===== src/rtl/avalon_pattern_writer.sv =====
// rtl/avalon_pattern_writer.sv - Avalon-MM write master filling a region with a test pattern
module avalon_pattern_writer #(
    parameter int ADDR_W      = 32,
    parameter int DATA_W      = 32,
    parameter int DEPTH       = 4096,
    parameter int ADDR_STRIDE = 1,
    parameter int BASE_ADDR   = 0
) (
    input  logic              clock,
    input  logic              reset,
    input  logic              start,
    input  logic [1:0]        mode,
    input  logic [DATA_W-1:0] seed,
    input  logic              continuous,
    input  logic              abort,
    output logic [ADDR_W-1:0] avm_address,
    output logic              avm_write,
    output logic [DATA_W-1:0] avm_writedata,
    input  logic              avm_waitrequest,
    output logic              busy,
    output logic              done,
    output logic              aborted,
    output logic [15:0]       pass_count
);

    localparam int IDX_W = (DEPTH > 1) ? $clog2(DEPTH) : 1;
    localparam logic [IDX_W-1:0]  LAST_IDX = IDX_W'(DEPTH - 1);
    localparam logic [ADDR_W-1:0] BASE     = ADDR_W'(BASE_ADDR);
    localparam logic [ADDR_W-1:0] STRIDE   = ADDR_W'(ADDR_STRIDE);
    localparam logic [DATA_W-1:0] ONE      = DATA_W'(1);

    localparam logic [1:0] ST_IDLE   = 2'd0;
    localparam logic [1:0] ST_WRITE  = 2'd1;
    localparam logic [1:0] ST_FINISH = 2'd2;

    logic [1:0]        state;
    logic [IDX_W-1:0]  idx;
    logic [DATA_W-1:0] walk;
    logic [1:0]        mode_r;
    logic [DATA_W-1:0] seed_r;
    logic              cont_r;

    logic              accept;
    logic              last;
    logic [IDX_W-1:0]  idx_nxt;
    logic [DATA_W-1:0] walk_nxt;
    logic [ADDR_W-1:0] addr_nxt;
    logic [15:0]       pass_nxt;

    // walk is kept as a rotating one-hot so no modulo by DATA_W is needed
    function automatic logic [DATA_W-1:0] pattern(
        input logic [1:0]        m,
        input logic [DATA_W-1:0] s,
        input logic [IDX_W-1:0]  i,
        input logic [DATA_W-1:0] w
    );
        logic [DATA_W-1:0] sum;
        sum = s + DATA_W'(i);
        case (m)
            2'd0:    return sum;
            2'd1:    return s;
            2'd2:    return w;
            default: return ~sum;
        endcase
    endfunction

    always_comb begin
        accept   = avm_write & ~avm_waitrequest;
        last     = (idx == LAST_IDX);
        idx_nxt  = last ? '0 : idx + 1'b1;
        walk_nxt = last ? ONE : {walk[DATA_W-2:0], walk[DATA_W-1]};
        addr_nxt = last ? BASE : avm_address + STRIDE;
        pass_nxt = (pass_count == 16'hFFFF) ? pass_count : pass_count + 16'd1;
    end

    always_ff @(posedge clock or posedge reset) begin
        if (reset) begin
            state         <= ST_IDLE;
            idx           <= '0;
            walk          <= ONE;
            mode_r        <= 2'd0;
            seed_r        <= '0;
            cont_r        <= 1'b0;
            avm_address   <= BASE;
            avm_write     <= 1'b0;
            avm_writedata <= '0;
            busy          <= 1'b0;
            done          <= 1'b0;
            aborted       <= 1'b0;
            pass_count    <= 16'd0;
        end else begin
            case (state)
                ST_IDLE: begin
                    done    <= 1'b0;
                    aborted <= 1'b0;
                    if (start) begin
                        mode_r        <= mode;
                        seed_r        <= seed;
                        cont_r        <= continuous;
                        idx           <= '0;
                        walk          <= ONE;
                        pass_count    <= 16'd0;
                        avm_address   <= BASE;
                        avm_writedata <= pattern(mode, seed, '0, ONE);
                        avm_write     <= 1'b1;
                        busy          <= 1'b1;
                        state         <= ST_WRITE;
                    end
                end
                ST_WRITE: begin
                    // abort is only honoured at an acceptance so a pending word is never dropped
                    if (accept) begin
                        idx           <= idx_nxt;
                        walk          <= walk_nxt;
                        avm_address   <= addr_nxt;
                        avm_writedata <= pattern(mode_r, seed_r, idx_nxt, walk_nxt);
                        if (last) begin
                            pass_count <= pass_nxt;
                        end
                        if (abort) begin
                            avm_write <= 1'b0;
                            aborted   <= 1'b1;
                            state     <= ST_FINISH;
                        end else if (last && !cont_r) begin
                            avm_write <= 1'b0;
                            done      <= 1'b1;
                            state     <= ST_FINISH;
                        end
                    end
                end
                ST_FINISH: begin
                    done    <= 1'b0;
                    aborted <= 1'b0;
                    busy    <= 1'b0;
                    state   <= ST_IDLE;
                end
                default: begin
                    avm_write <= 1'b0;
                    busy      <= 1'b0;
                    state     <= ST_IDLE;
                end
            endcase
        end
    end

endmodule

===== config.mk =====
export PLATFORM = sky130hd
export DESIGN_NAME = avalon_pattern_writer
export DESIGN_NICKNAME = d
export VERILOG_FILES = /design/src/rtl/avalon_pattern_writer.sv
export SDC_FILE = /design/constraint.sdc
export NUM_CORES = 1
export LEC_CHECK = 0
export ABC_AREA = 1
export BUFFER_PORTS_ARGS = -buffer_cell sky130_fd_sc_hd__buf_2
export CAP_MARGIN = 15
export CELL_PAD_IN_SITES_DETAIL_PLACEMENT = 1
export CELL_PAD_IN_SITES_GLOBAL_PLACEMENT = 2
export CORE_ASPECT_RATIO = 0.75
export CORE_MARGIN = 4
export CORE_UTILIZATION = 36
export CTS_CLUSTER_DIAMETER = 150
export CTS_CLUSTER_SIZE = 10
export DETAILED_ROUTE_END_ITERATION = 8
export PLACE_DENSITY_LB_ADDON = 0.1
export REMOVE_ABC_BUFFERS = 1
export SETUP_SLACK_MARGIN = 0.15
export SLEW_MARGIN = 25
export SYNTH_ARGS = -nofsm -noshare
export SYNTH_HDL_FRONTEND = slang
export SYNTH_SLANG_ARGS = --single-unit

===== constraint.sdc =====
create_clock -name clock -period 9.1 [get_ports clock]
set_clock_uncertainty 0.15 [all_clocks]
set_input_delay 0 -clock clock [delete_from_list [all_inputs] [get_ports clock]]
set_output_delay 0 -clock clock [all_outputs]
set_load 0.01 [all_outputs]

==> results of run 1 <==
kinds of logic after synthesis:
family | after synthesis
DFF | 165
adders and majority gates | 15
buffers and inverters | 248
AOI/OAI and AO/OA | 285
and+or+nand+nor | 629
xor gates and xnor gates | 22
registers in the layout, indices dropped and copies added, names as in the netlist:
signal	cells
state	2
avm_address	32
cont_r	1
aborted	1
pass_count	16
busy	1
mode_r	2
avm_write	1
seed_r	32
walk	32
done	1
avm_writedata	32
idx	12
stage by stage:
step	util	instances	total power, mW
finish	0.441	1865	4.08
global route	0.441	1865	4.43
CTS	0.441	1865	4.11
detailed placement	0.402	1794	3.20
global placement	0.402	1794	3.15
floorplan	-	1310	2.47
how the worst max path moves through the flow:
| stage | start | to | slack [ns] | cells after the start |
|---|---|---|---|---|
| after CTS | idx[1] | avm_writedata[12] | 5.37 | 27 |
| final | idx[1] | avm_writedata[12] | 5.36 | 27 |
| after floorplan | state[0] | avm_address[21] | 4.01 | 10 |
| after global placement | idx[1] | avm_writedata[14] | 5.51 | 26 |
| after detailed placement | idx[1] | avm_writedata[30] | 5.38 | 27 |
| after global routing | idx[1] | avm_writedata[24] | 4.99 | 26 |
worst max-delay path: stages (launching register included):
cell     delay (ns)
dfrtp_1        0.41
ha_1           0.25
nand2_2        0.11
nor2_2         0.06
nand3_4        0.21
nand2_1        0.12
inv_1          0.07
ha_1           0.14
inv_1          0.06
fa_1           0.40
inv_1          0.08
nand3_1        0.06
nand2_1        0.11
nand3_1        0.07
and2_0         0.17
nor2_1         0.11
nand2_1        0.07
nand2_2        0.10
nand2_2        0.07
nand2_4        0.09
nand2_2        0.07
nand2_2        0.13
nand2_1        0.07
nand2_1        0.12
o21ai_1        0.09
inv_1          0.09
o21ai_1        0.08
a21oi_1        0.14
final cells by class:
type | count | share of cell area
clock buffer | 19 | 0.0361
tap | 351 | 0.0367
sequential | 165 | 0.345
clock inverter | 13 | 0.0212
multi-input combinational | 951 | 0.409
timing repair buffer | 172 | 0.0903
inverter | 194 | 0.0617
synth_stat cells, types with 5 or more instances:
| cell type | n | area share |
|---|---|---|
| o22ai_1 | 49 | 0.031 |
| a31oi_1 | 15 | 0.0094 |
| nor3_1 | 32 | 0.016 |
| nand2_4 | 5 | 0.0056 |
| ha_1 | 14 | 0.018 |
| nor4_1 | 10 | 0.0063 |
| nand4_1 | 12 | 0.0075 |
| nand3_2 | 5 | 0.0050 |
| nand2_2 | 16 | 0.010 |
| clkbuf_1 | 35 | 0.013 |
| o21ai_1 | 6 | 0.0030 |
| nand3b_1 | 6 | 0.0045 |
| inv_2 | 5 | 0.0019 |
| nor2_1 | 112 | 0.042 |
| a211oi_1 | 5 | 0.0038 |
| dfrtp_1 | 164 | 0.41 |
| inv_1 | 186 | 0.070 |
| o221ai_1 | 11 | 0.0096 |
| o211ai_1 | 10 | 0.0075 |
| a21oi_1 | 76 | 0.038 |
| xor2_1 | 14 | 0.012 |
| nor2_2 | 10 | 0.0063 |
| buf_1 | 8 | 0.0030 |
| buf_2 | 6 | 0.0030 |
| nand2_1 | 301 | 0.11 |
| xnor2_1 | 7 | 0.0061 |
| nand3_1 | 100 | 0.050 |
| o21ai_0 | 101 | 0.051 |
power breakdown:
group | internal (mW) | switching, mW | total [mW]
Clock | 0.544 | 0.326 | 0.870
Sequential | 0.983 | 0.215 | 1.20
Combinational | 0.627 | 1.39 | 2.01
timing repair:
action | 4_1_cts | 5_1_grt
endpoints found under the hold margin | 172 | 0
resized for setup | 0 | 0
hold buffers | 39 | 0
metal layers:
| layer | vias to the layer above | part of all wire | GRT usage | wire length (um) |
|---|---|---|---|---|
| met4 | 0 | 0.0056 | 0.0314 | 199 |
| met3 | 14 | 0.037 | 0.0440 | 1330 |
| li1 | 4798 | - | - | - |
| met1 | 4964 | 0.53 | 0.364 | 18900 |
| met5 | - | 0 | 0 | 0 |
| met2 | 161 | 0.43 | 0.354 | 15400 |
==> results, run 1 <==
- In this run the cell area measured after placement is 0.0109 sq mm.
- The sequential cell area is 0.00413 sq mm.
- For the worst setup path, the data required time is 9.32 ns.
- A synthesized cell averages 7.33 sq um.
- The clock period minus final worst setup slack is 3.74 ns.
- The antenna diode instance count is 0.
- The starting utilization of the core area is 0.368.
- The share of synthesized flip-flops with an asynchronous set or reset is 1.00.
- Pin placement for this block handled 124 I/O pins.
- The setup slack of the worst register-to-register path is 5.36 ns.
- The smallest setup slack after layout is 5.36 ns.
- The routed wire length per instance is 19.2 um.
- The via count of the first global-routing pass came to 10300.
- Measured against the total synthesized area, the mux share comes to 0.
- In the final design database the tool counted 1556 nets.
- After routing the design area is 0.0120 sq mm.
- Measured along the y axis, the die boundary spans 152 um.
- Clock-pin slew was measured on the worst setup and hold paths at 0.07 ns.
- The first global-routing pass estimated 58.6 mm of wire.
- Of the total synthesized cell area, the portion taken by full adders, half adders and majority gates is 0.0195.
- The number of vias per cell after detailed routing is 5.33.
- Final hold analysis gives a worst-case slack of 0.103 ns.
- The region available for standard cell placement spans 0.0271 sq mm.
- Among all flip-flop cells after synthesis, the most frequent one is dfrtp_1.
- The library cells used most frequently in the layout, excluding fill and tap cells, are nand2_1, inv_1, dfrtp_1, buf_2, nor2_1.
- For the pin with the worst max-slew slack, the measured transition is 1.00 ns.
- The final routed wirelength across all metal layers is 35.8 mm.
- The synthesized design contains 165 register bits.
- Of the total synthesized cell area, the portion taken by AND, OR, NAND and NOR gates is 0.288.
- Setup repair after global routing left no endpoint under its margin.
- The synthesis warning total is 0.
- The total of endpoints with negative setup slack in the final report is 0.
- The number of clock buffers added by TritonCTS is 17.
- The count of final max-slew check failures is 0.
- The filler cells instantiated in the layout total 3471.
- The final-layout setup total negative slack is 0 ns.
- The peak supply drop is 185 uV.
- The remaining max-slew budget at the tightest pin is 0.329.
- The routed via count is 9937.
- The buffer count from post-CTS setup fixing is 0.
- The die covers 0.0305 sq mm.
- The maximum clock frequency is 267 MHz.
- The H-tree level count is 4.
- The worst flop-to-flop path endpoint is avm_writedata[12].
- At the placement stage, the worst setup path has a slack of 5.38 ns.
- The die is 200 um wide.
- The clock tree from TritonCTS is yes.
- The first detailed-routing pass took 5 iterations.
- The startpoint identified for the worst register-to-register timing path is idx[1].
- The initial antenna violation count is 0.
- The compound-gate portion of the synthesized area is 0.163.
- The cell area power density is 341 mW/mm^2.
- The most frequent standard cell in the layout excluding fill and tap cells is nand2_1.
- The clock sink count is 165.
- The unique cell type count in the Yosys netlist is 52.
- The DRC violation count after routing is 0.
- The share of post-route cells with drive strength above 1 is 0.149.
- The clock passes through at most 2 buffers.
- The critical path endpoint category is a flop.
- The type of the worst min-delay path is in2async.
- In the global route stage, overall resource usage came out at 0.236.
- The multi-input combinational cells in the finished layout cover a total of 0.00490 sq mm.
- Max-cap violations in this run came to 0.
- For this design the static power due to leakage is 5.73 nW.
- In this run the worst path has a maximum fanout of 15.
- The hold violation total from the final report is 0.
- The root buffer cell chosen for the clock tree is clkbuf_16.
- The number of cells on the worst reg-to-reg path is 27.
- The worst-skew pair later-pin latency is 0.44 ns.
- The part of the Yosys area used for sequential elements is 0.413.
- The run finished with clean final reports.
- The row count is 52.
- The detailed-placement wirelength estimate is 25.1 mm.
- Entering global routing, the biggest net connects 105 pins.
- Input and output buffers added on the ports amount to 123.
- The final weighted congestion in routability-driven placement is 0.842.
- The synthesized netlist occupies a cell area of 0.00999 sq mm.
- By startpoint and endpoint, the worst setup path is classified as reg2reg.
- Data on the critical path arrives at its endpoint at 3.96 ns.
- The area growth from synthesis to final layout is 19.8%.
- The worst setup path is launched from a flop.
- The xor/xnor share of the synthesized area is 0.0200.
- In the finished design, the share of the clock period the worst path needs comes to 0.411.
- In this run the remaining antenna-violating nets after routing total 0.
- By area, the combinational part of the netlist is dominated by simple AND/OR/NAND/NOR gates.
- The number of enable flip-flop cells after synthesis is 0.
- Global routing finished with a remaining overflow of 0.
- The gate count of the mapped netlist is 1364.
- For this block, the initial DRC count from the detailed router was 534.
Note: power is estimated with default switching activity, not from simulation.
==> run 2, diff against run 1 <==
Settings changed: ABC_AREA 1 to 0, CORE_UTILIZATION 36 to 37.
Clock period 9.1 ns to 3.8 ns, I/O delays scaled along.
==> run 2 against run 1 <==
The flow now finishes with violations (negative setup slack). Utilization increased by 5.0 points. Non-clock buffer count increased by 93. Sequential power increased by 53%. Count of clock-buffer cells in the layout decreased by 2. Wire length increased by 0.93%. Cell count decreased by 13%. Die area decreased by 4.9%. Critical path depth decreased by 9. Highest routed layer unchanged. Register-to-register slack got worse by 5.5 ns. First-iteration DRC count increased by 5.6%.
==> results, run 2 <==
- The H-tree was split into 4 levels.
- In this run the mean area of a mapped cell was 9.36 sq um.
- The remaining max-slew budget at the tightest pin is 0.343.
- Leaving out filler cells and counting taps, the final layout contains 1617.
- The number of vias per cell after detailed routing is 5.70.
- The number of enable flip-flop cells after synthesis is 0.
- After detailed placement, the total cell area comes to 0.0112 sq mm.
- Clock-pin slew was measured on the worst setup and hold paths at 0.07 ns.
- The startpoint kind of the worst setup timing path is a flop.
- Entering global routing, the biggest net connects 97 pins.
- The peak supply drop is 337 uV.
- The iteration-0 DRC count of the detailed router is 564.
- TritonCTS built the clock tree.
- The endpoint identified for the worst register-to-register timing path is avm_writedata[14].
- After detailed routing, the average wire length per cell comes to 22.3 um.
- In this run the critical register-to-register path is launched from idx[0].
- The maximum clock frequency is 251 MHz.
- The setup slack of the worst register-to-register path is -0.18 ns.
- The cell area power density is 321 mW/mm^2.
- The via count of the first global-routing pass is 9546.
- Measured in cells, the most critical reg-to-reg path has a length of 18.
- The floorplan die height is 149 um.
- From left edge to right edge, the die measures 195 um.
- The primary flip-flop cell chosen by synthesis mapping is dfrtp_1.
- Summing all non-filler instances in the final layout gives an area of 0.0128 sq mm.
- The slowest stage of the critical path belongs to the cell mux4_2.
- The core region is 0.0260 sq mm.
- For this run, the share of the core covered by cells in the final layout is 0.492.
- Traced cell by cell, the critical path runs through ha_2 -> and3_4 -> and3_4 -> nor2_4 -> ha_4 -> buf_6 -> inv_2 -> fa_2 -> nand3b_1 -> a21oi_4 -> o22ai_2 -> a211oi_2 -> buf_4 -> o21ai_4 -> a21boi_2 -> nor2_1 -> mux4_2 -> o31ai_1.
- The initial utilization of the core area, before any placement, comes to 0.375.
- The count of buffers added on input and output ports is 123.
- Sorting the synthesized cells by area gives the leading types as dfrtp_1, mux2_2, nand2_1.
- At the end of the flow, the number of nets in the layout was 1314.
- The area of the die is 0.0290 sq mm.
- The cell occurring most often along the worst timing path is and3_4.
- The worst hold path passes through 4 cells.
- At the pin with the least slew margin, the transition time is 0.984 ns.
- The HPWL after detailed placement is 24.1 mm.
- During I/O placement, the number of pins put on the boundary was 124.
- The final reports fail on negative setup slack.
- In the layout the commonest cells are dfrtp_1, buf_2, nand2_1, buf_4, nor2_1.
- The cell sitting at the root of the clock tree is a clkbuf_16.
- The run finished, with violations left.
- The global-route usage over all layers is 0.247.
- The first global-routing pass estimated 56.7 mm of wire.
- By count the netlist is led by dfrtp_1, nand2_1, nor2_1, a21oi_1, o21ai_0.
- The total grt overflow is 0.
- The fraction of post-synthesis cell area in the top cell type by area is 0.421.
- The hold violation total from the final report is 0.
- The most frequent standard cell in the layout excluding fill and tap cells is dfrtp_1.
- For this run, the register share of the synthesized area comes to 0.424.
- The detail route stage leaves a number of antenna-violating nets equal to 0.
- The final-layout setup total negative slack is -1.09 ns.
- The static leakage is 5.86 nW.
- The row count is 51.
- The number of search-and-repair iterations in the first detailed-routing pass is 5.
- The share of post-route cells with drive strength above 1 is 0.315.
- Routability-driven placement finished with a final weighted congestion of 0.834.
- The maximum count of clock buffers along a single path is 2.
- The share of synthesized flip-flops with an asynchronous set or reset is 1.00.
- The count of state elements after synthesis is 165.
- The total of endpoints with negative setup slack in the final report is 13.
- The netlist uses 74 different library cells.
- Summed over all instances, the cell type with the most area after synthesis is dfrtp_1.
- The count of final max-slew check failures is 0.
- The initial antenna violation count is 0.
- The maximum cell stage delay along the critical path is 0.43 ns.
- The detailed router placed 9216 vias in this run.
- The number of maximum-capacitance constraint violations is 0.
- STA classifies the critical path endpoint as a flop.
- Clock latency on the worst-skew pair, taken at its later pin, is 0.45 ns.
- The DRC violation count after routing is 0.
- The start-to-end type of the worst setup path is reg2reg.
- Counting every instance in the synthesized netlist gives 1042.
- The worst-path maximum fanout is 4.
- The clock period minus final worst setup slack is 3.98 ns.
- For the worst setup path, the data arrival time is 4.19 ns.
- Once placement completed, the tool counted placed cells totaling 1533.
- The cell area that synthesis handed to floorplanning was 0.00975 sq mm.
- Relative to the synthesized area, the layout overhead comes to 31.0%.
- The worst hold path startpoint is mode[1].
- The clock sink count is 165.
- The most common cell in the netlist is dfrtp_1.
- In this run the worst hold path is classified as in2reg.
- The post-route fraction of the period consumed by the critical path is 1.05.
- The end point of the worst hold path is mode_r[1].
- Setup repair after global routing could not meet its margin everywhere.
- In the post-route analysis, the smallest setup slack over all paths is -0.180 ns.
- The data required time of the critical path is 4.01 ns.
- The synthesis warning total is 0.
- The number of buffers created by CTS is 17.
- The final routed wirelength across all metal layers is 36.1 mm.
run 2: cell types whose count changed in the layout (fill, tap and decap cells not counted), moves of 14 or more:
cell     delta
inv_1     -162
o22ai_1    -47
and3_1     +14
buf_4      +81
nand2_1   -192
a22o_1     +38
mux2i_1    +28
nor2_1     -31
nand3_1    -65
o21ai_0    -44
mux2_2     +38
o31ai_1    +14
nor3_1     -16
nand2_2    -16
run 2: metrics by stage:
step                hold WS (ns)  worst slack, ns  power [mW]
finish                    0.0386           -0.180        4.10
global route              0.0929           -0.354        4.26
CTS                       0.0232           -0.153        4.12
detailed placement        0.0840           -0.351        2.25
global placement          0.0771           -0.231        2.24
floorplan                -0.0332           -0.953        2.07
run 2: metal layers:
metal	part of all wire	global-route usage	vias to the layer above	wire length, um
met5	0	0	-	0
met4	0.0069	0.0495	0	250
met3	0.047	0.0394	18	1700
met2	0.44	0.366	218	16100
met1	0.50	0.384	4751	18100
li1	-	-	4229	-
run 2: final cells by class:
type	instances	area, sq um
Fill cell	2982	13200
Multi-Input combinational cell	785	5680
Sequential cell	165	4130
Timing Repair Buffer	265	1830
Tap cell	344	430
Clock buffer	17	425
Clock inverter	15	169
Inverter	25	98.8
Antenna cell	1	2.50
run 2: cells by family after synthesis:
kind of cell | Yosys count | share of synthesized area
simple gates | 350 | 0.173
compound gates | 296 | 0.207
flops | 165 | 0.424
buf+inv | 92 | 0.0388
mux | 75 | 0.0934
xor+xnor | 47 | 0.0422
fa+ha+maj | 17 | 0.0221
run 2: critical path, delay by kind of cell (launching register included):
kind,cells,cell delay [ns]
flops,1,0.40
simple gates,5,0.81
compound gates,6,1.13
fa+ha+maj,3,0.64
mux,1,0.43
buf+inv,3,0.32
run 2: timing repair:
| item | in CTS | in global routing |
|---|---|---|
| pin swaps | 35 | 20 |
| buffers inserted | 8 | 4 |
| hold buffers | 39 | 0 |
| setup endpoints to repair | 26 | 26 |
| gates resized for setup | 57 | 42 |
| hold endpoints to repair | 162 | 0 |
run 2: how the worst max path moves through the flow:
stage | start | to | slack (ns) | depth (start not counted)
floorplan | state[0] | pass_count[4] | -0.95 | 4
global placement | idx[0] | avm_writedata[30] | -0.23 | 19
detailed placement | idx[0] | avm_writedata[12] | -0.35 | 19
CTS | idx[0] | avm_writedata[18] | -0.15 | 18
global route | idx[1] | avm_writedata[14] | -0.35 | 18
finish | idx[0] | avm_writedata[14] | -0.18 | 18
run 2: power breakdown:
group          total [mW]  switching [mW]  internal [mW]
clock                1.83           0.842          0.985
combinational       0.430           0.245          0.185
sequential           1.84          0.0501           1.79
==> run 3, diff against run 2 <==
Settings changed: CTS_CLUSTER_SIZE 10 to not set, RECOVER_POWER set to 50.
==> run 3 against run 2 <==
First-iteration DRC count down 4.8%. Via count grew 0.42%. Critical path depth did not move. Clock power about the same. Global-route usage unchanged. Utilization shrank 0.48 points. Combinational power is 2% lower. Sequential power barely moved. Register-to-register slack worse by 0.02 ns. Die area stayed put. Total power decreased by 0.18%. Maximum frequency is 0.60% lower. The run ends with max-capacitance violations, max-slew violations, negative setup slack left.
==> results, run 3 (same netlist as run 2, synthesis figures left out) <==
- The setup slack of the worst register-to-register path is -0.20 ns.
- Counting the fill cells in the layout gives 3002.
- The static leakage is 5.50 nW.
- The worst setup timing slack at the placement stage is -0.351 ns.
- The post-route total power is 4.09 mW.
- In the routed layout, each cell is associated on average with a via count of 5.73.
- The worst setup path is captured at a flop.
- The number of placed instances, taps included, is 1533.
- The die covers 0.0290 sq mm.
- The initialized floorplan defines 51 standard-cell rows.
- In this run the remaining antenna-violating nets after routing total 0.
- Summed over all layers, the routed wires come to 36.1 mm.
- The starting utilization of the core area is 0.375.
- By instance count, the cell type seen most on the critical path is and3_4.
- The final reports fail on max-capacitance violations, max-slew violations, negative setup slack.
- The critical path crosses 18 cells after its start point.
- For this run, the share of the core covered by cells in the final layout is 0.487.
- The number of cells in the finished layout apart from fillers is 1616.
- Clock-pin slew was measured on the worst setup and hold paths at 0.08 ns.
- Along the worst path, the maximum fanout reaches 4.
- The arrival time of the worst setup path is 4.21 ns.
- The startpoint kind of the worst setup timing path is a flop.
- From synthesis to final layout, the design area changed by 29.7%.
- The DRC violation count after routing is 0.
- The cell family with the largest share of critical-path delay is compound AO/OA/AOI/OAI gates.
- The data required time of the critical path is 4.01 ns.
- The library cell used most frequently in the layout, excluding fill and tap cells, is dfrtp_1.
- The core region is 0.0260 sq mm.
- The most critical setup path has its startpoint at idx[0].
- The die is 195 um wide.
- 124 I/O pins were placed.
- The smallest setup slack after layout is -0.204 ns.
- In this run the worst setup path terminates at avm_writedata[14].
- The count of final max-slew check failures was 97.
- The initial antenna violation count was 0.
- The worst-case IR drop observed on VDD is 338 uV.
- The flow ran to the end, but the final reports show violations.
- The worst reg2reg path depth is 18.
- The final layout contains 1314 nets.
- The routed wire length per instance is 22.3 um.
- The number of maximum-capacitance constraint violations is 1.
- Of the available clock period, the critical path in the final layout requires 1.05.
- Entering global routing, the biggest net connects 97 pins.
- The number of antenna diodes in the final layout is 0.
- The worst flop-to-flop path endpoint is avm_writedata[14].
- Setup repair after global routing could not meet its margin everywhere.
- The first routing iteration left 537 violations.
- The clock period minus final worst setup slack is 4.00 ns.
- The global-route wire length before repair is 56.7 mm.
- The number of buffers created by CTS is 17.
- No sink is reached through more buffers than the 2 on the longest clock path.
- Dividing total power by cell area gives a power density of 324 mW/mm^2.
- The H-tree level count is 4.
- The tree is rooted in a clkbuf_16.
- TritonCTS built the clock tree.
- The hold violation total from the final report came to 0.
- In the global route stage, overall resource usage came out at 0.247.
- By startpoint and endpoint, the worst setup path is classified as reg2reg.
- The count of buffers added on input and output ports is 123.
- The via count of the first global-routing pass is 9546.
- The floorplan die height is 149 um.
- The routed via count is 9255.
- The first detailed-routing pass took 4 iterations.
- The total overflow left after global routing is 0.
- The clock sink count is 165.
- The maximum cell stage delay along the critical path is 0.43 ns.
- The detailed-placement wirelength estimate is 24.1 mm.
- Final hold analysis gives a worst-case slack of 0.0383 ns.
- The signal on the critical path passes through ha_2 -> and3_4 -> and3_4 -> nor2_4 -> ha_4 -> buf_6 -> inv_2 -> fa_2 -> nand3b_1 -> a21oi_4 -> o22ai_2 -> a211oi_2 -> buf_4 -> o21ai_4 -> a21boi_2 -> nor2_1 -> mux4_2 -> o31ai_1.
- The number of buffer and inverter instances along the worst setup path is 3.
- The worst-skew pair later-pin latency is 0.45 ns.
- The remaining max-slew budget at the tightest pin is -0.452.
- The type of the worst min-delay path is in2reg.
- The share of post-route cells with drive strength above 1 is 0.248.
- The worst register-to-register path begins at idx[0].
- The cell depth of the worst hold path is 4.
- The congestion estimate from routability-driven global placement came to 0.834.
- Among all stages on the critical path, the largest delay is contributed by mux4_2.
- For the pin with the worst max-slew slack, the measured transition is 2.18 ns.
- The maximum clock frequency is 250 MHz.
- The top cell types in the final layout, fill and taps aside, are dfrtp_1, nand2_1, buf_4, clkbuf_1, nor2_1.
- The total of endpoints with negative setup slack in the final report is 13.
[run 3: worst register-to-register path, stage by stage (launching register included)]
cell and delay [ns]:
dfrtp_1 0.40, ha_2 0.18, and3_4 0.19, and3_4 0.19, nor2_4 0.10, ha_4 0.14, buf_6 0.09, inv_2 0.03
fa_2 0.32, nand3b_1 0.25, a21oi_4 0.24, o22ai_2 0.13, a211oi_2 0.29, buf_4 0.21, o21ai_4 0.07, a21boi_2 0.18
nor2_1 0.08, mux4_2 0.43, o31ai_1 0.24
[run 3: cell type report]
type / count / area, sq um / area share
flip-flops and latches: 165 / 4130 / 0.327
well taps: 344 / 430 / 0.0340
inverters: 25 / 97.6 / 0.00772
clock inverters: 15 / 169 / 0.0134
multi-input cells: 785 / 5680 / 0.449
repair buffers: 265 / 1710 / 0.135
clock buffers: 17 / 425 / 0.0336
[run 3: metal layers]
metal | global-route usage | vias up | routed length [um]
met2 | 0.366 | 220 | 16100
met3 | 0.0394 | 18 | 1780
li1 | - | 4227 | -
met5 | 0 | - | 0
met1 | 0.384 | 4790 | 18000
met4 | 0.0495 | 0 | 256
[run 3: through the flow]
stage                     TNS [ns]  cell area [sq um]
after floorplan            -183.37               9460
after global placement       -2.83              11200
after detailed placement     -5.79              11200
after CTS                   -0.983              12500
after global routing         -4.88              12600
final                        -1.22              12600
[run 3: worst min-delay path by stage]
stage,slack [ns],to,start
after global routing,0.09,mode_r[1],mode[1]
after floorplan,-0.03,mode_r[0],mode[0]
final,0.04,mode_r[1],mode[1]
after detailed placement,0.08,seed_r[30],seed[30]
after CTS,0.02,mode_r[1],mode[1]
after global placement,0.08,seed_r[30],seed[30]
[run 3: where the power goes]
part	switching [mW]	internal, mW
combinational	0.243	0.179
sequential	0.0513	1.79
clock	0.840	0.985
total	1.13	2.96
[run 3: what timing repair did]
item / 4_1_cts / 5_1_grt
pin swaps: 35 / 20
endpoints found under the setup margin: 26 / 26
endpoints found under the hold margin: 162 / 0
hold buffers: 39 / 0
setup buffers: 8 / 4
gates resized for setup: 57 / 42
